<file path="config.mk">
export PLATFORM = sky130hd
export DESIGN_NAME = vram_arbiter
export DESIGN_NICKNAME = d
export VERILOG_FILES = /design/src/rtl/vram_arbiter.sv
export SDC_FILE = /design/constraint.sdc
export NUM_CORES = 1
export LEC_CHECK = 0
export CORE_MARGIN = 1
export CORE_UTILIZATION = 35
export DETAILED_ROUTE_END_ITERATION = 8
export PLACE_DENSITY = 0.61
export SETUP_SLACK_MARGIN = 0.02
export SYNTH_ARGS = -nofsm -noshare
export SYNTH_HDL_FRONTEND = slang
export SYNTH_SLANG_ARGS = --single-unit
</file>
<file path="constraint.sdc">
create_clock -name clock -period 4.1 [get_ports clock]
set_input_delay 0.82 -clock clock [delete_from_list [all_inputs] [get_ports clock]]
set_output_delay 0.82 -clock clock [all_outputs]
set_load 0.02 [all_outputs]
</file>
<file path="src/rtl/vram_arbiter.sv">
// Arbitrates one async SRAM between video reads, MPU reads and a posted MPU write FIFO.
// Latency: a read returns data 3 cycles after grant; a write completes 4 cycles after grant.
// Backpressure: one pending slot per reader (repeat requests ignored); writes dropped when full, sticky overflow.
module vram_arbiter #(
   parameter int ADDR_WIDTH   = 17,
   parameter int FIFO_DEPTH   = 4,
   parameter int STARVE_LIMIT = 8
) (
   input  logic                  clock,
   input  logic                  reset,
   input  logic                  videoRequest,
   input  logic [ADDR_WIDTH-1:0] videoAddress,
   output logic [7:0]            videoData,
   output logic                  videoDataReady,
   input  logic [ADDR_WIDTH-1:0] memoryAddress,
   input  logic                  memoryWriteRequest,
   input  logic [7:0]            memoryWriteData,
   output logic                  memoryWriteComplete,
   input  logic                  memoryReadRequest,
   output logic [7:0]            memoryReadData,
   output logic                  memoryReadComplete,
   output logic                  writeFifoFull,
   output logic                  writeOverflow,
   output logic [ADDR_WIDTH-1:0] ramAddress,
   output logic [7:0]            ramDataOut,
   output logic                  ramDataOutEnable,
   input  logic [7:0]            ramDataIn,
   output logic                  ramWriteEnable,
   output logic                  ramOutputEnable
);

   localparam int PW = $clog2(FIFO_DEPTH);
   localparam int SW = $clog2(STARVE_LIMIT + 1);
   localparam logic [SW-1:0] STARVE_MAX = SW'(STARVE_LIMIT);

   typedef enum logic [2:0] {
      IDLE, RD_SETUP, RD_LATCH, WR_SETUP, WR_PULSE, WR_HOLD
   } state_t;

   state_t                  state_q;
   logic                    video_pend_q;
   logic [ADDR_WIDTH-1:0]   video_addr_q;
   logic                    mrd_pend_q;
   logic [ADDR_WIDTH-1:0]   mrd_addr_q;
   logic                    rd_is_video_q;
   logic [SW-1:0]           starve_q;
   logic [SW-1:0]           starve_d;
   logic [PW:0]             wr_ptr_q;
   logic [PW:0]             rd_ptr_q;
   logic                    overflow_q;
   logic [ADDR_WIDTH-1:0]   fifo_addr_q [FIFO_DEPTH];
   logic [7:0]              fifo_data_q [FIFO_DEPTH];

   logic [7:0]              video_data_q;
   logic                    video_rdy_q;
   logic [7:0]              mrd_data_q;
   logic                    mrd_done_q;
   logic                    wr_done_q;
   logic [ADDR_WIDTH-1:0]   ram_addr_q;
   logic [7:0]              ram_dout_q;
   logic                    ram_doe_q;
   logic                    ram_we_n_q;
   logic                    ram_oe_n_q;

   logic fifo_empty;
   logic fifo_full;
   logic push;
   logic pop;
   logic mpu_work;
   logic grant_video;
   logic grant_write;
   logic grant_mrd;

   // Pointers carry one wrap bit so equal indices disambiguate full from empty.
   assign fifo_empty = (wr_ptr_q == rd_ptr_q);
   assign fifo_full  = (wr_ptr_q[PW] != rd_ptr_q[PW]) &&
                       (wr_ptr_q[PW-1:0] == rd_ptr_q[PW-1:0]);
   assign push       = memoryWriteRequest && !fifo_full;
   assign pop        = (state_q == WR_HOLD);
   assign mpu_work   = !fifo_empty || mrd_pend_q;

   assign videoData           = video_data_q;
   assign videoDataReady      = video_rdy_q;
   assign memoryReadData      = mrd_data_q;
   assign memoryReadComplete  = mrd_done_q;
   assign memoryWriteComplete = wr_done_q;
   assign writeFifoFull       = fifo_full;
   assign writeOverflow       = overflow_q;
   assign ramAddress          = ram_addr_q;
   assign ramDataOut          = ram_dout_q;
   assign ramDataOutEnable    = ram_doe_q;
   assign ramWriteEnable      = ram_we_n_q;
   assign ramOutputEnable     = ram_oe_n_q;

   // Grant selection in IDLE: video until starved, then queued writes, then MPU read (only once writes drained).
   always_comb begin
      grant_video = 1'b0;
      grant_write = 1'b0;
      grant_mrd   = 1'b0;
      if (state_q == IDLE) begin
         if (video_pend_q && (starve_q < STARVE_MAX)) begin
            grant_video = 1'b1;
         end else if (!fifo_empty) begin
            grant_write = 1'b1;
         end else if (mrd_pend_q) begin
            grant_mrd = 1'b1;
         end else if (video_pend_q) begin
            grant_video = 1'b1;
         end
      end
   end

   // Starvation counter counts video grants only while MPU work is waiting.
   always_comb begin
      starve_d = starve_q;
      if (!mpu_work || grant_write || grant_mrd) begin
         starve_d = '0;
      end else if (grant_video && (starve_q < STARVE_MAX)) begin
         starve_d = starve_q + 1'b1;
      end
   end

   // Single-entry request slots; a request while the slot is busy is ignored.
   always_ff @(posedge clock) begin
      if (reset) begin
         video_pend_q <= 1'b0;
         video_addr_q <= '0;
         mrd_pend_q   <= 1'b0;
         mrd_addr_q   <= '0;
      end else begin
         if (video_pend_q) begin
            if (grant_video) video_pend_q <= 1'b0;
         end else if (videoRequest) begin
            video_pend_q <= 1'b1;
            video_addr_q <= videoAddress;
         end
         if (mrd_pend_q) begin
            if (grant_mrd) mrd_pend_q <= 1'b0;
         end else if (memoryReadRequest) begin
            mrd_pend_q <= 1'b1;
            mrd_addr_q <= memoryAddress;
         end
      end
   end

   // Write FIFO pointers and sticky overflow flag.
   always_ff @(posedge clock) begin
      if (reset) begin
         wr_ptr_q   <= '0;
         rd_ptr_q   <= '0;
         overflow_q <= 1'b0;
      end else begin
         if (push) wr_ptr_q <= wr_ptr_q + 1'b1;
         if (pop)  rd_ptr_q <= rd_ptr_q + 1'b1;
         if (memoryWriteRequest && fifo_full) overflow_q <= 1'b1;
      end
   end

   // Write FIFO storage; contents are don't-care until pushed.
   always_ff @(posedge clock) begin
      if (push) begin
         fifo_addr_q[wr_ptr_q[PW-1:0]] <= memoryAddress;
         fifo_data_q[wr_ptr_q[PW-1:0]] <= memoryWriteData;
      end
   end

   // SRAM sequencer with registered strobes; every transaction passes back through IDLE.
   always_ff @(posedge clock) begin
      if (reset) begin
         state_q       <= IDLE;
         starve_q      <= '0;
         rd_is_video_q <= 1'b0;
         video_data_q  <= '0;
         video_rdy_q   <= 1'b0;
         mrd_data_q    <= '0;
         mrd_done_q    <= 1'b0;
         wr_done_q     <= 1'b0;
         ram_addr_q    <= '0;
         ram_dout_q    <= '0;
         ram_doe_q     <= 1'b0;
         ram_we_n_q    <= 1'b1;
         ram_oe_n_q    <= 1'b1;
      end else begin
         starve_q    <= starve_d;
         video_rdy_q <= 1'b0;
         mrd_done_q  <= 1'b0;
         wr_done_q   <= 1'b0;
         case (state_q)
            IDLE: begin
               if (grant_video) begin
                  state_q       <= RD_SETUP;
                  ram_addr_q    <= video_addr_q;
                  ram_oe_n_q    <= 1'b0;
                  rd_is_video_q <= 1'b1;
               end else if (grant_write) begin
                  state_q    <= WR_SETUP;
                  ram_addr_q <= fifo_addr_q[rd_ptr_q[PW-1:0]];
                  ram_dout_q <= fifo_data_q[rd_ptr_q[PW-1:0]];
                  ram_doe_q  <= 1'b1;
                  ram_we_n_q <= 1'b1;
               end else if (grant_mrd) begin
                  state_q       <= RD_SETUP;
                  ram_addr_q    <= mrd_addr_q;
                  ram_oe_n_q    <= 1'b0;
                  rd_is_video_q <= 1'b0;
               end
            end
            RD_SETUP: begin
               state_q <= RD_LATCH;
            end
            RD_LATCH: begin
               state_q    <= IDLE;
               ram_oe_n_q <= 1'b1;
               if (rd_is_video_q) begin
                  video_data_q <= ramDataIn;
                  video_rdy_q  <= 1'b1;
               end else begin
                  mrd_data_q <= ramDataIn;
                  mrd_done_q <= 1'b1;
               end
            end
            WR_SETUP: begin
               state_q    <= WR_PULSE;
               ram_we_n_q <= 1'b0;
            end
            WR_PULSE: begin
               state_q    <= WR_HOLD;
               ram_we_n_q <= 1'b1;
            end
            WR_HOLD: begin
               state_q   <= IDLE;
               ram_doe_q <= 1'b0;
               wr_done_q <= 1'b1;
            end
            default: begin
               state_q    <= IDLE;
               ram_doe_q  <= 1'b0;
               ram_we_n_q <= 1'b1;
               ram_oe_n_q <= 1'b1;
            end
         endcase
      end
   end

endmodule

</file>
# ---- Yosys cells after proc, flatten, opt, wreduce, memory -nomap -nowiden
# Memory sizes are Yosys's and may differ from the RTL's. A register that Yosys moved wholly into a read port is not among the register bits.
# Cells that the tools add are included.
dict set report classes {
  n_addsub 3
  order_cmp 1
  eq_ne 14
  muxes 41
  bitwise_logic 8
  n_reduce_logical 29
}
# cell n
set ops {}
lappend ops {{$mux 17} 3}
lappend ops {{$mux 1} 29}
lappend ops {{$reduce_and 3->1} 5}
lappend ops {{$pmux 3 s4} 1}
lappend ops {{$reduce_and 2->1} 5}
lappend ops {{$mux 3} 3}
lappend ops {{$not 1->1} 8}
lappend ops {{$reduce_or 4->1} 2}
lappend ops {{$add 3x1->3 const B} 2}
lappend ops {{$eq 3x2->1 const B} 2}
lappend ops {{$eq 3x3->1 const B} 2}
lappend ops {{$ne 2x2->1 const B} 3}
lappend ops {{$ne 3x3->1 const B} 2}
lappend ops {{$logic_and 1x1->1} 5}
lappend ops {{$add 4x1->4 const B} 1}
lappend ops {{$lt 4x4->1 const B} 1}
lappend ops {{$mux 2} 2}
lappend ops {{$ne 4x4->1 const B} 1}
lappend ops {{$pmux 1 s2} 2}
lappend ops {{$reduce_or 2->1} 2}
lappend ops {{$eq 3x1->1 const B} 1}
lappend ops {{$eq 3x3->1} 1}
lappend ops {{$logic_not 1->1} 3}
lappend ops {{$logic_not 3->1} 1}
lappend ops {{7 further kinds} 9}
dict set report totals {
  ff_bits 90
  ramBits 100
  inputBits 55
  output_inout_bits 49
  mem_count 2
}
# memory words word_bits rd rd_clocked_by_memory_dff wr line
set memory_table {}
lappend memory_table {fifo_addr_q 4 17 1 1 1 51} ;# logic [ADDR_WIDTH-1:0] fifo_addr_q [FIFO_DEPTH];
lappend memory_table {fifo_data_q 4 8 1 1 1 52} ;# logic [7:0] fifo_data_q [FIFO_DEPTH];

# ---- Logic depth before layout (Yosys ltp)
# Gate-level depths: netlist (run 1).
dict set report logic_depth {
  word_depth 8
  depth_mapped 9
}

# ---- Worst setup path after synthesis (run 1)
# Ideal clock, no wire load.
dict set report synth_path {
  kind {register to register}
  startpoint {register rd_ptr_q[1]}
  endpoint {memory fifo_addr_q[3][0], enable pin}
  setup_ps 386
  arrival_ps 1940
  required_time_ps 3714
  slack_ps 1775
  path_stages_with_launch 5
  n_path_buf 1
  synth_period_minus_slack_ps 2325
  cell_sequence {dfxtp_1 clkbuf_1 xnor2_1 a31oi_1 and2_1}
}
dict set report synth_between {
  elab_chain_len 6
}
# item line
set synth_lines {}
lappend synth_lines {{start, declared} 49} ;# logic [PW:0] rd_ptr_q;
lappend synth_lines {{start signal, assigned} 154} ;# if (pop) rd_ptr_q <= rd_ptr_q + 1'b1;
lappend synth_lines {{$eq 2x2->1} 77} ;# (wr_ptr_q[PW-1:0] == rd_ptr_q[PW-1:0]);
lappend synth_lines {{$logic_and 1x1->1} 76} ;# assign fifo_full = (wr_ptr_q[PW] != rd_ptr_q[PW]) &&
lappend synth_lines {{$logic_not 1->1} 78} ;# assign push = memoryWriteRequest && !fifo_full;
lappend synth_lines {{$logic_and 1x1->1} 78}
lappend synth_lines {{$mux 1} 161} ;# if (push) begin
lappend synth_lines {{$mux 1 (implied by the code)} 162} ;# fifo_addr_q[wr_ptr_q[PW-1:0]] <= memoryAddress;
lappend synth_lines {{end, declared} 51}
# No other way between the ends.

# ---- Worst setup path in the final report (run 1)
dict set report layout_path {
  startpoint {register rd_ptr_q[0]}
  endpoint {output port writeFifoFull}
}
dict set report layout_between {
  elab_chain_len 2
}
# item line
set layout_lines {}
lappend layout_lines {{$eq 2x2->1} 77}
lappend layout_lines {{$logic_and 1x1->1} 76}
lappend layout_lines {{end, declared} 22} ;# output logic writeFifoFull,
# No other way between the ends.

==> impl_metrics.prom, run 1 <==
# TYPE chip_impl_metric gauge
chip_impl_metric{name="hold-worst-slack",unit="ns"} 0.455
chip_impl_metric{name="fin_crit_sh",unit="%"} 75.4
chip_impl_metric{name="num_io_pins",unit=""} 104
chip_impl_info{name="primary_flip_flop_cell_chosen_by_synthesis_mapping",value="sky130_fd_sc_hd__edfxtp_1"} 1
chip_impl_metric{name="slew_headroom",unit="%"} 22.1
chip_impl_metric{name="synth_enable_flop_cells",unit=""} 100
chip_impl_metric{name="initial_antenna_violation_count",unit=""} 0
chip_impl_info{name="timing.critical_path.from_type",value="flop"} 1
chip_impl_metric{name="setup_viol",unit=""} 0
chip_impl_metric{name="grtUsageTotal",unit="%"} 14.9
chip_impl_metric{name="overflow",unit=""} 0
chip_impl_info{name="dominant_delay_contributor_by_cell_family_on_the_critical_path",value="flip-flops"} 1
chip_impl_metric{name="vdd_drop_max",unit="uV"} 255
chip_impl_metric{name="route.vias.total",unit=""} 4687
chip_impl_metric{name="cell_area_after_synthesis",unit="um2"} 7550
chip_impl_info{name="synth.largest_area_cell",value="sky130_fd_sc_hd__edfxtp_1"} 1
chip_impl_info{name="status",value="complete, no violations"} 1
chip_impl_metric{name="place.detailed.hpwl",unit="mm"} 10.9
chip_impl_metric{name="viasPerCell",unit=""} 4.87
chip_impl_metric{name="clkSlewWorstSetupHoldPaths",unit="ns"} 0.07
chip_impl_metric{name="timing.setup.tns",unit="ns"} 0
chip_impl_metric{name="die-width",unit="um"} 149
chip_impl_metric{name="design_power_total",unit="mW"} 4.83
chip_impl_metric{name="detail_routed_net_length_per_standard_cell",unit="um"} 16.5
chip_impl_info{name="setup_repair_after_global_routing_missed_its_margin",value="false"} 1
chip_impl_metric{name="yosys_warning_count",unit=""} 0
chip_impl_metric{name="postCtsHoldBufs",unit=""} 0
chip_impl_metric{name="clkLatencyLatePin",unit="ns"} 0.42
chip_impl_metric{name="placedInstanceArea",unit="um2"} 8790
chip_impl_info{name="cells_along_the_critical_path",value="xnor2_1 -> and3_1 -> clkdlybuf4s50_1"} 1
chip_impl_metric{name="drt_iter0_markers",unit=""} 341
chip_impl_metric{name="finalHoldViolations",unit=""} 0
chip_impl_metric{name="power-per-cell-area",unit="nW/um2"} 514
chip_impl_metric{name="layout-drive-gt1-share",unit="%"} 10.5
chip_impl_info{name="cts.root.buffer_cell",value="sky130_fd_sc_hd__clkbuf_16"} 1
chip_impl_info{name="synth.cells.most_frequent",value="sky130_fd_sc_hd__nand2_1, sky130_fd_sc_hd__dfxtp_1, sky130_fd_sc_hd__edfxtp_1"} 1
chip_impl_metric{name="synth.net_count",unit=""} 647
chip_impl_metric{name="final_core_util",unit="%"} 44.6
chip_impl_metric{name="wire_length_of_the_first_global_routing_pass",unit="mm"} 25.2
chip_impl_metric{name="diodes_inserted",unit=""} 0
chip_impl_metric{name="cp.arrival",unit="ns"} 2.27
chip_impl_metric{name="initial_utilization",unit="%"} 35.8
chip_impl_metric{name="yosysUniqueCellTypes",unit=""} 37
chip_impl_info{name="setup.worst_path.end_class",value="output port"} 1
chip_impl_metric{name="cells_after_synthesis",unit=""} 586
chip_impl_metric{name="totalWireLength",unit="mm"} 15.9
chip_impl_metric{name="cellLeakagePower",unit="nW"} 3.28
chip_impl_metric{name="finClkSkew",unit="ns"} 0.00967
chip_impl_metric{name="tightestPinTransition",unit="ns"} 1.17
chip_impl_metric{name="period_minus_slack",unit="ns"} 3.09
chip_impl_metric{name="cts_post_setup_buffers_inserted",unit=""} 0
chip_impl_metric{name="place.gp.congestion",unit=""} 0.798
chip_impl_info{name="worstSetupPathType",value="reg2out"} 1
chip_impl_metric{name="chipHeight",unit="um"} 149
chip_impl_metric{name="worst_ep_required",unit="ns"} 3.28
chip_impl_metric{name="slew_violations",unit=""} 0
chip_impl_metric{name="synthDominantCellAreaShare",unit="%"} 39.8
chip_impl_metric{name="post_synth.cell_area_avg",unit="um2"} 12.9
chip_impl_metric{name="floorplan.die_area",unit="um2"} 22200
chip_impl_metric{name="fin_nets",unit=""} 735
chip_impl_metric{name="critical_path.max_stage_delay",unit="ns"} 0.80
chip_impl_metric{name="clock_sink_count",unit=""} 200
chip_impl_metric{name="first_pass_drt_iterations",unit=""} 4
chip_impl_metric{name="synth-seq-area-share",unit="%"} 66.3
chip_impl_metric{name="postSynth.asyncResetShare",unit="%"} 0
chip_impl_info{name="yosys-top-cells-area",value="sky130_fd_sc_hd__edfxtp_1, sky130_fd_sc_hd__dfxtp_1, sky130_fd_sc_hd__mux4_2, sky130_fd_sc_hd__nand2_1, sky130_fd_sc_hd__a21oi_1"} 1
chip_impl_metric{name="remaining_drc_errors",unit=""} 0
chip_impl_metric{name="areaGrowthSynthToFinish",unit="%"} 24.5
chip_impl_info{name="min-delay-path-class",value="reg2reg"} 1
chip_impl_metric{name="drt.antenna.violating_nets",unit=""} 0
chip_impl_metric{name="layout.filler_cells",unit=""} 1879
chip_impl_metric{name="synth_seq_cells",unit=""} 200
chip_impl_metric{name="coreArea",unit="um2"} 21100
chip_impl_metric{name="finalInstanceArea",unit="um2"} 9400
chip_impl_metric{name="worst-path-buf-inv",unit=""} 1
chip_impl_metric{name="number_of_buffers_on_the_longest_clock_path",unit=""} 2
chip_impl_metric{name="first_global_vias",unit=""} 4671
chip_impl_info{name="yosysMostFrequentCell",value="sky130_fd_sc_hd__nand2_1"} 1
chip_impl_metric{name="row_count",unit=""} 53
chip_impl_metric{name="maxCapViolations",unit=""} 0
chip_impl_info{name="clock_tree_from_tritoncts",value="built"} 1
chip_impl_info{name="slowest_cell_on_the_critical_path",value="sky130_fd_sc_hd__dfxtp_1"} 1
chip_impl_metric{name="htree_num_levels",unit=""} 4
chip_impl_metric{name="max_clock_freq",unit="GHz"} 0.323
chip_impl_metric{name="cts_resized",unit=""} 0
chip_impl_metric{name="buffer_ports.inserted",unit=""} 103
chip_impl_metric{name="grt_max_degree",unit=""} 97
chip_impl_metric{name="cts_inserted_buffers",unit=""} 17
chip_impl_metric{name="path_max_fanout",unit=""} 12
[kinds of logic after synthesis]
logic type               count (synthesis)  share of synthesized area [%]
adder cells (fa/ha/maj)                  6                          0.994
XOR/XNOR                                11                           1.28
multiplexers                            51                           10.9
AND/OR/NAND/NOR                        172                           9.56
buffers and inverters                   44                           2.55
flip-flops                             200                           66.3
AO/OA/AOI/OAI                          102                           8.45
[worst register-to-register path, stage by stage, from the launching register on]
cell and delay [ns]:
sky130_fd_sc_hd__dfxtp_1 0.80, sky130_fd_sc_hd__xor2_1 0.20, sky130_fd_sc_hd__o41ai_1 0.32, sky130_fd_sc_hd__nand3_1 0.59, sky130_fd_sc_hd__and2_4 0.47, sky130_fd_sc_hd__a211oi_1 0.24
[flip-flops by register name, summed over array words and instances (netlist names), 4 cells and up, named ones only]
| signal | count |
|---|---|
| fifo_data_q | 32 |
| memoryReadData | 8 |
| video_addr_q | 17 |
| mrd_addr_q | 17 |
| starve_q | 4 |
| ramDataOut | 8 |
| ramAddress | 17 |
| videoData | 8 |
| fifo_addr_q | 68 |
[power breakdown]
| group | total [mW] | internal, mW | switching (mW) |
|---|---|---|---|
| logic | 0.761 | 0.341 | 0.420 |
| clock network | 1.72 | 1.02 | 0.705 |
| registers | 2.35 | 2.26 | 0.0947 |
[final cells by class]
class	count	area (um2)	share of cell area (%)
Clock buffer	23	478	5.08
Clock inverter	9	138	1.46
Inverter	5	18.8	0.200
Multi-Input combinational cell	342	2350	25.0
Sequential cell	200	5000	53.2
Tap cell	275	344	3.66
Timing Repair Buffer	108	1070	11.3
[cell usage in the layout, fill, tap and decap left out, types with 6 or more instances in the layout]
cell	n
sky130_fd_sc_hd__nand2_1	107
sky130_fd_sc_hd__clkdlybuf4s50_1	102
sky130_fd_sc_hd__dfxtp_1	100
sky130_fd_sc_hd__edfxtp_1	100
sky130_fd_sc_hd__a21oi_1	58
sky130_fd_sc_hd__nor2_1	32
sky130_fd_sc_hd__mux2i_1	26
sky130_fd_sc_hd__mux4_2	25
sky130_fd_sc_hd__o22ai_1	17
sky130_fd_sc_hd__clkbuf_16	17
sky130_fd_sc_hd__a211oi_2	10
sky130_fd_sc_hd__a211oi_1	7
sky130_fd_sc_hd__xor2_1	6
sky130_fd_sc_hd__nand3_1	6
sky130_fd_sc_hd__ha_1	6
sky130_fd_sc_hd__buf_4	6
[layer usage]
| layer | vias to the layer above | share of wire [%] | GRT usage [%] |
|---|---|---|---|
| li1 | 2289 | - | - |
| met1 | 2249 | 47 | 20.5 |
| met2 | 128 | 47 | 23.3 |
| met3 | 21 | 4.3 | 2.75 |
| met4 | 0 | 1.7 | 5.36 |
| met5 | - | 0 | 0 |
[metrics by stage]
stage	worst slack (ns)	instances
final	1.01	962
after global routing	0.826	962
after CTS	0.937	962
after detailed placement	1.33	930
after global placement	1.44	930
after floorplan	1.77	586
[final timing paths]
check / slack [ns] / cells past startpoint / endpoint / startpoint
setup / recovery: 1.01 / 3 / writeFifoFull / rd_ptr_q[0]
hold / removal: 0.46 / 2 / videoData[6] / videoData[6]
setup reg to reg: 1.40 / 5 / ramAddress[3] / rd_ptr_q[0]
hold reg to reg: 0.46 / 2 / videoData[6] / videoData[6]
Power figures use the tool's default switching activity.
==> run 2, diff against run 1 <==
==> constraint.sdc (replaced) <==
create_clock -name clock -period 2.96 [get_ports clock]
set_input_delay 0.592 -clock clock [delete_from_list [all_inputs] [get_ports clock]]
set_output_delay 0.592 -clock clock [all_outputs]
set_load 0.02 [all_outputs]
==> run 2 against run 1 <==
Cell count up 1.1%; largest power group unchanged; largest cell class unchanged; critical path type unchanged; critical path depth up 1; register-to-register slack worse by 0.75 ns; hold slack worse by 0.0022 ns.
==> impl_metrics.prom, run 2 (synthesis gave the netlist of run 1 again) <==
# TYPE chip_impl_metric gauge
chip_impl_metric{name="clkSlewWorstSetupHoldPaths",unit="ns"} 0.07
chip_impl_metric{name="clock_sink_count",unit=""} 200
chip_impl_metric{name="power_frac_seq",unit="%"} 49.6
chip_impl_metric{name="viasPerCell",unit=""} 4.84
chip_impl_metric{name="wire_length_of_the_first_global_routing_pass",unit="mm"} 25.1
chip_impl_metric{name="cts_resized",unit=""} 0
chip_impl_metric{name="timing.setup.tns",unit="ns"} 0
chip_impl_metric{name="place.detailed.hpwl",unit="mm"} 11.0
chip_impl_metric{name="layout_setup_ws",unit="ns"} 0.265
chip_impl_metric{name="detail_routed_net_length_per_standard_cell",unit="um"} 16.2
chip_impl_metric{name="route.vias.total",unit=""} 4710
chip_impl_metric{name="diodes_inserted",unit=""} 0
chip_impl_metric{name="cts_inserted_buffers",unit=""} 17
chip_impl_info{name="min-delay-path-class",value="reg2reg"} 1
chip_impl_info{name="holdCritStartpoint",value="memoryReadData[7]"} 1
chip_impl_metric{name="cellLeakagePower",unit="nW"} 3.31
chip_impl_metric{name="buffer_ports.inserted",unit=""} 103
chip_impl_metric{name="finalHoldViolations",unit=""} 0
chip_impl_metric{name="postCtsHoldBufs",unit=""} 0
chip_impl_metric{name="fin_nets",unit=""} 746
chip_impl_metric{name="chipHeight",unit="um"} 149
chip_impl_metric{name="reg2reg_slack",unit="ns"} 0.65
chip_impl_metric{name="clkLatencyLatePin",unit="ns"} 0.44
chip_impl_metric{name="place.gp.congestion",unit=""} 0.820
chip_impl_metric{name="number_of_buffers_on_the_longest_clock_path",unit=""} 2
chip_impl_metric{name="cell_internal_pwr",unit="mW"} 4.78
chip_impl_metric{name="num_io_pins",unit=""} 104
chip_impl_info{name="clock_tree_from_tritoncts",value="built"} 1
chip_impl_metric{name="slew_violations",unit=""} 0
chip_impl_metric{name="grt_max_degree",unit=""} 64
chip_impl_info{name="status",value="complete, no violations"} 1
chip_impl_metric{name="post-place-ws",unit="ns"} 0.512
chip_impl_metric{name="finClkSkew",unit="ns"} 0.0101
chip_impl_metric{name="largest_reg_flops",unit=""} 68
chip_impl_metric{name="htree_num_levels",unit=""} 4
chip_impl_metric{name="drt.antenna.violating_nets",unit=""} 0
chip_impl_metric{name="max_clock_freq",unit="GHz"} 0.371
chip_impl_info{name="setup.worst_path.end_class",value="output port"} 1
chip_impl_metric{name="tightestPinTransition",unit="ns"} 0.902
chip_impl_info{name="timing.critical_path.from_type",value="flop"} 1
chip_impl_metric{name="drt_iter0_markers",unit=""} 218
chip_impl_metric{name="power_frac_clock",unit="%"} 34.0
chip_impl_metric{name="setup_viol",unit=""} 0
chip_impl_metric{name="initial_utilization",unit="%"} 35.8
chip_impl_metric{name="maxCapViolations",unit=""} 0
chip_impl_metric{name="r2r_cells",unit=""} 6
chip_impl_metric{name="total_switching_power",unit="mW"} 1.76
chip_impl_metric{name="die-width",unit="um"} 149
chip_impl_metric{name="cts_post_setup_buffers_inserted",unit=""} 0
chip_impl_metric{name="hold-worst-slack",unit="ns"} 0.453
chip_impl_metric{name="row_count",unit=""} 53
chip_impl_metric{name="period_minus_slack",unit="ns"} 2.70
chip_impl_info{name="worstSetupPathType",value="reg2out"} 1
chip_impl_metric{name="vdd_drop_max",unit="uV"} 373
chip_impl_info{name="worst_setup_path_startpoint",value="rd_ptr_q[0]"} 1
chip_impl_info{name="setup_repair_after_global_routing_missed_its_margin",value="false"} 1
chip_impl_metric{name="grtUsageTotal",unit="%"} 14.8
chip_impl_metric{name="first_pass_drt_iterations",unit=""} 4
chip_impl_metric{name="comb_power_share",unit="%"} 16.4
chip_impl_metric{name="path_max_fanout",unit=""} 9
chip_impl_info{name="crit_path_end",value="writeFifoFull"} 1
chip_impl_info{name="final_common_cell",value="sky130_fd_sc_hd__nand2_1"} 1
chip_impl_info{name="r2r_start",value="state_q[0]"} 1
chip_impl_info{name="most-common-layout-cells",value="sky130_fd_sc_hd__nand2_1, sky130_fd_sc_hd__clkdlybuf4s50_1, sky130_fd_sc_hd__dfxtp_1, sky130_fd_sc_hd__edfxtp_1, sky130_fd_sc_hd__a21oi_1"} 1
chip_impl_metric{name="remaining_drc_errors",unit=""} 0
chip_impl_metric{name="power-per-cell-area",unit="nW/um2"} 693
chip_impl_metric{name="cp.arrival",unit="ns"} 2.10
chip_impl_metric{name="first_global_vias",unit=""} 4802
chip_impl_metric{name="worst_ep_required",unit="ns"} 2.37
chip_impl_metric{name="areaGrowthSynthToFinish",unit="%"} 25.0
chip_impl_metric{name="finalInstanceArea",unit="um2"} 9440
chip_impl_metric{name="finalNonFillerCells",unit=""} 973
chip_impl_metric{name="coreArea",unit="um2"} 21100
chip_impl_metric{name="overflow",unit=""} 0
chip_impl_metric{name="place_inst",unit=""} 941
chip_impl_metric{name="totalWireLength",unit="mm"} 15.8
chip_impl_metric{name="layout-drive-gt1-share",unit="%"} 12.0
chip_impl_metric{name="fin_crit_sh",unit="%"} 91.1
chip_impl_metric{name="floorplan.die_area",unit="um2"} 22200
chip_impl_metric{name="slew_headroom",unit="%"} 39.4
chip_impl_metric{name="placedInstanceArea",unit="um2"} 8870
chip_impl_info{name="cts.root.buffer_cell",value="sky130_fd_sc_hd__clkbuf_16"} 1
chip_impl_metric{name="sw_frac_of_total",unit="%"} 26.8
chip_impl_metric{name="initial_antenna_violation_count",unit=""} 0
chip_impl_info{name="worst_r2r_endpoint",value="ramDataOut[4]"} 1
==> run 2: changes by cell type in the layout (fill, tap and decap cells not counted), sizes merged <==
cell / previous run / this run
buf: 6 / 17
clkbuf: 23 / 17
inv: 7 / 12
bufinv: 3 / 1
clkinv: 3 / 5
clkinvlp: 1 / 2
==> run 2: worst max-delay path: stages, from the launching register on <==
cell and delay [ns]:
sky130_fd_sc_hd__dfxtp_1 0.41, sky130_fd_sc_hd__buf_4 0.26, sky130_fd_sc_hd__xnor2_1 0.16, sky130_fd_sc_hd__and3_1 0.22, sky130_fd_sc_hd__clkdlybuf4s50_1 0.62
==> run 2: how the worst min path moves through the flow <==
stage | end | slack (ns) | cells past startpoint
2_1_floorplan | mrd_addr_q[0] | 0.44 | 2
3_3_place_gp | mrd_addr_q[6] | 0.44 | 2
3_5_place_dp | videoData[5] | 0.45 | 2
4_1_cts | videoData[5] | 0.46 | 2
5_1_grt | mrd_addr_q[1] | 0.47 | 2
6_report | memoryReadData[7] | 0.45 | 2
==> run 2: final cells by class <==
| class | count | area, um2 |
|---|---|---|
| clock buffers | 17 | 425 |
| inverters | 5 | 18.8 |
| repair buffers | 119 | 1150 |
| clock inverters | 15 | 141 |
| fillers | 1894 | 11600 |
| flip-flops and latches | 200 | 5000 |
| well taps | 275 | 344 |
| multi-input cells | 342 | 2350 |
==> run 2: per-stage QoR <==
step / power [mW] / util (%)
4_1_cts: 6.61 / 44.8
3_3_place_gp: 4.36 / 42.1
3_5_place_dp: 4.39 / 42.1
5_1_grt: 6.83 / 44.8
6_report: 6.54 / 44.8
2_1_floorplan: 3.96 / -
==> run 2: per-layer routing <==
layer / routed length, um / share of wire [%] / track usage (%)
met1: 7320 / 46 / 19.3
met2: 7230 / 46 / 24.0
met3: 895 / 5.7 / 3.76
met4: 323 / 2.0 / 5.20
met5: 0 / 0 / 0
==> run 2: power groups by stage <==
| stage | combinational, mW | sequential (mW) | clock [mW] |
|---|---|---|---|
| after floorplan | 0.580 | 3.38 | 0 |
| after global placement | 1.06 | 3.30 | 0 |
| after detailed placement | 1.08 | 3.31 | 0 |
| after CTS | 1.08 | 3.25 | 2.28 |
| after global routing | 1.17 | 3.27 | 2.39 |
| final | 1.07 | 3.25 | 2.22 |
